### src/rtl/instr_fetch_unit.sv
// instr_fetch_unit: PC-owning fetch front end.
// Drives a combinational-read instruction memory, buffers fetched words in a
// 2-entry queue and presents them to decode over a valid/ready handshake.
// Execute redirects flush the queue and reload the fetch PC.
// Optional feature macro: FETCH_MISALIGN_CHK_EN. When it is defined, a
// misaligned redirect halts fetch and raises misalign_err until an aligned
// redirect arrives. When it is undefined, redirect targets are force-aligned
// and misalign_err stays 0.
module instr_fetch_unit #(
  parameter int unsigned ADDR_W    = 8,
  parameter logic [31:0] RESET_PC  = 32'h0000_0000,
  parameter logic [31:0] NOP_INSTR = 32'h0000_0013
) (
  input  logic              clk,
  input  logic              rst_n,
  output logic [ADDR_W-1:0] imem_addr,
  input  logic [31:0]       imem_instr,
  input  logic              redirect_valid,
  input  logic [31:0]       redirect_pc,
  output logic              out_valid,
  input  logic              out_ready,
  output logic [31:0]       out_instr,
  output logic [31:0]       out_pc,
  output logic [31:0]       out_pc_plus4,
  output logic              misalign_err
);

  typedef enum logic [0:0] {
    MODE_RUN  = 1'b0,
    MODE_HALT = 1'b1
  } mode_e;

  mode_e       r_mode;
  logic [31:0] r_pc_f;
  logic [31:0] r_q_instr [2];
  logic [31:0] r_q_pc    [2];
  logic        r_head;
  logic [1:0]  r_count;
  logic        r_misalign;

  logic        w_pop;
  logic        w_fetch_en;
  logic        w_tail;
  logic        w_misaligned;
  logic [31:0] w_redirect_target;
  logic        w_valid;

`ifdef FETCH_MISALIGN_CHK_EN
  assign w_misaligned = (redirect_pc[1:0] != 2'b00);
`else
  assign w_misaligned = 1'b0;
`endif

  // Handshake, fetch enable, tail slot and redirect target selection.
  always_comb begin
    w_valid           = (r_count != 2'd0);
    w_pop             = w_valid & out_ready;
    w_fetch_en        = (r_mode == MODE_RUN) & ~redirect_valid &
                        ((r_count != 2'd2) | w_pop);
    // With count==2 the tail wraps onto the head slot, which is freed by the pop.
    w_tail            = r_head ^ r_count[0];
    w_redirect_target = w_misaligned ? redirect_pc : {redirect_pc[31:2], 2'b00};
  end

  // Fetch PC, queue storage, occupancy and RUN/HALT mode state machine.
  always_ff @(posedge clk or negedge rst_n) begin
    if (!rst_n) begin
      r_pc_f       <= RESET_PC;
      r_count      <= 2'd0;
      r_head       <= 1'b0;
      r_mode       <= MODE_RUN;
      r_misalign   <= 1'b0;
      r_q_instr[0] <= NOP_INSTR;
      r_q_instr[1] <= NOP_INSTR;
      r_q_pc[0]    <= 32'h0000_0000;
      r_q_pc[1]    <= 32'h0000_0000;
    end else if (redirect_valid) begin
      // Redirect wins over fetch and pop; a same-cycle pop is discarded by the flush.
      r_count <= 2'd0;
      r_head  <= 1'b0;
      r_pc_f  <= w_redirect_target;
      if (w_misaligned) begin
        r_mode     <= MODE_HALT;
        r_misalign <= 1'b1;
      end else begin
        r_mode     <= MODE_RUN;
        r_misalign <= 1'b0;
      end
    end else begin
      if (w_fetch_en) begin
        r_q_instr[w_tail] <= imem_instr;
        r_q_pc[w_tail]    <= r_pc_f;
        r_pc_f            <= r_pc_f + 32'd4;
      end
      if (w_pop) begin
        r_head <= ~r_head;
      end
      r_count <= r_count + {1'b0, w_fetch_en} - {1'b0, w_pop};
    end
  end

  // Head-entry outputs; an empty queue presents a NOP at PC 0.
  always_comb begin
    imem_addr    = r_pc_f[ADDR_W+1:2];
    out_valid    = w_valid;
    out_instr    = w_valid ? r_q_instr[r_head] : NOP_INSTR;
    out_pc       = w_valid ? r_q_pc[r_head] : 32'h0000_0000;
    out_pc_plus4 = out_pc + 32'd4;
    misalign_err = r_misalign;
  end

endmodule

### config.mk
export PLATFORM = sky130hd
export DESIGN_NAME = instr_fetch_unit
export DESIGN_NICKNAME = d
export VERILOG_FILES = /design/src/rtl/instr_fetch_unit.sv
export SDC_FILE = /design/constraint.sdc
export NUM_CORES = 1
export LEC_CHECK = 0
export ABC_AREA = 0
export CORE_MARGIN = 1
export CORE_UTILIZATION = 52
export DETAILED_ROUTE_END_ITERATION = 6
export PLACE_DENSITY = 0.84
export SLEW_MARGIN = 40
export SYNTH_ARGS = -nofsm -noshare
export SYNTH_HDL_FRONTEND = slang
export SYNTH_SLANG_ARGS = --single-unit
### constraint.sdc
create_clock -name clk -period 3.1 [get_ports clk]
set_input_delay 0.31 -clock clk [delete_from_list [all_inputs] [get_ports clk]]
set_output_delay 0.31 -clock clk [all_outputs]
set_load 0.005 [all_outputs]
==> impl_metrics.json <==
{
  "portBuffers": 166,
  "synthCells": 733,
  "crit_required_ns": 2.79,
  "nFillCells": 1055,
  "yosys-top-cells-area": "dfrtp_1 45%, mux2_2 8.7%, mux2_1 8.3%, mux2i_1 7.5%, xnor2_1 3.3%",
  "grt_max_degree": 72,
  "drc": 0,
  "clock_latency_ns": 0.42,
  "max-cap-violations": 0,
  "drt_iter0_drc": 274,
  "cts-root-buf": "clkbuf_16",
  "synth_top_area_frac": 0.455,
  "cp_max_fo": 7,
  "drtAntennaViolNets": 0,
  "critPathMaxStageDelay_ns": 0.54,
  "numCtsBuffers": 17,
  "status": "finished with violations",
  "cp-start-kind": "flop",
  "core_area_um2": 15400,
  "clock-sinks": 157,
  "cts_tree": "built",
  "netlist_area_um2": 8310,
  "ys_seq_area_frac": 0.474,
  "dieArea_um2": 16500,
  "gp_congestion": 0.808,
  "hold-worst-slack_ns": 0.437,
  "finalClockSkew_ns": 0.00688,
  "ys_seq_elements": 157,
  "fin_crit_ns": 3.26,
  "slew_violations": 0,
  "rows": 45,
  "crit_chain": "mux2i_2 > nor2_2 > ha_2 > nor3b_4 > nand4_1 > buf_4 > buf_6 > buf_4 > o31ai_2 > o41ai_2 > dlygate4sd2_1",
  "crit_slowest_cell": "dfrtp_4",
  "crit_type": "flop to output port",
  "drt_pass1_iterations": 5,
  "antenna_found_initial": 0,
  "clockBufferDepth": 2,
  "synth_cell_types": 45,
  "peakVddDrop_v": 0.000519,
  "cts.htree.levels": 4,
  "ioPinCount": 174,
  "crit_arrival_ns": 2.95,
  "syn2layout_area_growth_pct": 36.1,
  "dp_hpwl_um": 13200,
  "finalHoldViolCount": 0,
  "relSlewSlack": 0.557,
  "final.period_utilization": 1.05,
  "power.leakage_nw": 4.93,
  "synth_area_leader_cell": "dfrtp_1",
  "layout-drive-gt1-share": 0.230,
  "path_clk_slew_ns": 0.06,
  "grt_first_pass_wirelength_um": 31000,
  "setup_tns_ns": -0.625,
  "diodes": 0,
  "wl_um": 20300,
  "nets": 1002,
  "rsz0062_at_grt": "true",
  "start_util": 0.539,
  "wire_per_inst_um": 17.6,
  "powerDensity_nw_per_um2": 941,
  "grt_overflow": 0,
  "hold_class": "primary input to flop",
  "grt_pass1_vias": 6122,
  "yosys_warnings": 0,
  "cp_common_cell": "buf_4",
  "violations": "negative setup slack",
  "track_usage": 0.245,
  "syn_avg_cell_area_um2": 11.3,
  "setup_viol": 10,
  "vias_per_cell": 5.48,
  "tightest_slew_ns": 0.665,
  "max_freq_ghz": 0.306,
  "die_h_um": 128,
  "die-width_um": 128,
  "end_kind": "output port",
  "num_vias": 6317,
  "fin_ws_ns": -0.164
}
## registers in the layout (all words and copies together), names as in the netlist
signal	cells
r_q_pc	60
r_head	1
r_pc_f	30
r_q_instr	64
r_count	2
## report_power, final
part           switching (W)  leakage [nW]  total, W  internal, W
logic                0.00215          2.76   0.00492      0.00277
registers           0.000591          1.88   0.00356      0.00297
clock network       0.000800         0.289   0.00216      0.00136
## worst paths after layout
check	start	endpoint	slack (ns)	cells past startpoint
worst max-delay path	r_head	out_pc_plus4[16]	-0.16	11
worst min-delay path	redirect_pc[19]	r_pc_f[19]	0.44	3
worst max register to register	r_head	r_q_instr[49]	0.76	6
worst min register to register	r_q_pc[58]	r_q_pc[58]	0.48	1
max in group asynchronous	rst_n	r_head	1.71	3
min in group asynchronous	rst_n	r_pc_f[23]	0.47	2
## cell usage in the layout (no fill, tap or decap), drive strengths merged, types with 4 or more instances in the layout
| master | instances |
|---|---|
| nand3 | 20 |
| and3 | 5 |
| nand2 | 57 |
| nor3 | 14 |
| clkbuf | 23 |
| dlymetal6s2s | 12 |
| xnor2 | 31 |
| inv | 11 |
| nor2 | 72 |
| dfrtp | 151 |
| nand4 | 10 |
| bufinv | 4 |
| nand3b | 5 |
| mux2 | 125 |
| ha | 4 |
| o21ai | 32 |
| xor2 | 28 |
| a211oi | 5 |
| nor4 | 21 |
| dfstp | 6 |
| clkdlybuf4s50 | 145 |
| buf | 67 |
| mux2i | 62 |
| conb | 5 |
## Yosys cell counts, drive strengths merged
cell / count
o21ai: 32
inv: 11
a21oi: 1
or3b: 1
nand3: 20
xnor2: 31
a21o: 1
dfrtp: 151
a211oi: 5
nand2: 57
clkbuf: 9
buf: 47
nor2b: 3
o41ai: 1
mux2: 125
xor2: 28
and2: 3
dfstp: 6
nand4: 10
o31ai: 2
or4: 1
nor3b: 1
and4: 2
nor4: 21
nor3: 14
mux2i: 62
conb: 1
nand2b: 1
nand3b: 5
and3: 5
ha: 4
nor2: 72
## cell families (layout without fill, tap and decap cells)
logic type      after synthesis  after routing  share of synthesized area
buf+inv                      67            272                     0.0464
xor+xnor                     59             59                     0.0622
compound gates               42             42                     0.0310
other cells                   1              5                   0.000451
mux                         187            187                      0.244
simple gates                216            216                      0.136
flops                       157            157                      0.474
fa+ha+maj                     4              4                    0.00602
## through the flow
stage | utilization | instances | total power, W | cell area [µm²] | setup WS, ns
2_1_floorplan | - | 737 | 0.00615 | 8330 | 0.257
3_3_place_gp | 0.664 | 1092 | 0.00815 | 10200 | 0.202
4_1_cts | 0.714 | 1130 | 0.0106 | 11000 | -0.188
6_report | 0.733 | 1153 | 0.0106 | 11300 | -0.164
3_5_place_dp | 0.664 | 1092 | 0.00831 | 10200 | 0.108
5_1_grt | 0.733 | 1153 | 0.0112 | 11300 | -0.291
## worst max-delay path: cells and delay by family (launching register included)
family / cells / cell delay, ns
fa+ha+maj: 1 / 0.19
mux: 1 / 0.19
simple gates: 3 / 0.51
compound gates: 2 / 0.34
flops: 1 / 0.54
buf+inv: 4 / 0.75
## routing by layer
| metal | GRT usage | wire length, µm | vias up | part of all wire |
|---|---|---|---|---|
| met1 | 0.310 | 8670 | 3160 | 0.43 |
| met2 | 0.417 | 10200 | 191 | 0.50 |
| met5 | 0 | 0 | - | 0 |
| met3 | 0.0378 | 990 | 35 | 0.049 |
| met4 | 0.107 | 474 | 0 | 0.023 |
| li1 | - | - | 2931 | - |
## layout make-up
class / count / area [µm²] / area share
clock buffer: 21 / 450 / 0.0398
clock inverter: 10 / 165 / 0.0146
inverter: 11 / 41.3 / 0.00365
multi-input combinational: 513 / 4190 / 0.371
sequential: 157 / 3940 / 0.348
tap: 211 / 264 / 0.0233
timing repair buffer: 230 / 2260 / 0.200
## what timing repair did
action                                 in CTS  in global routing
cloned                                      0                  3
setup endpoints to repair                  22                 20
buffers inserted                            6                 20
hold buffers                                1                  0
endpoints found under the hold margin      65                  0
resized for setup                          28                 44
pin swaps                                   8                 10
Note: power is estimated with default switching activity, not from simulation.
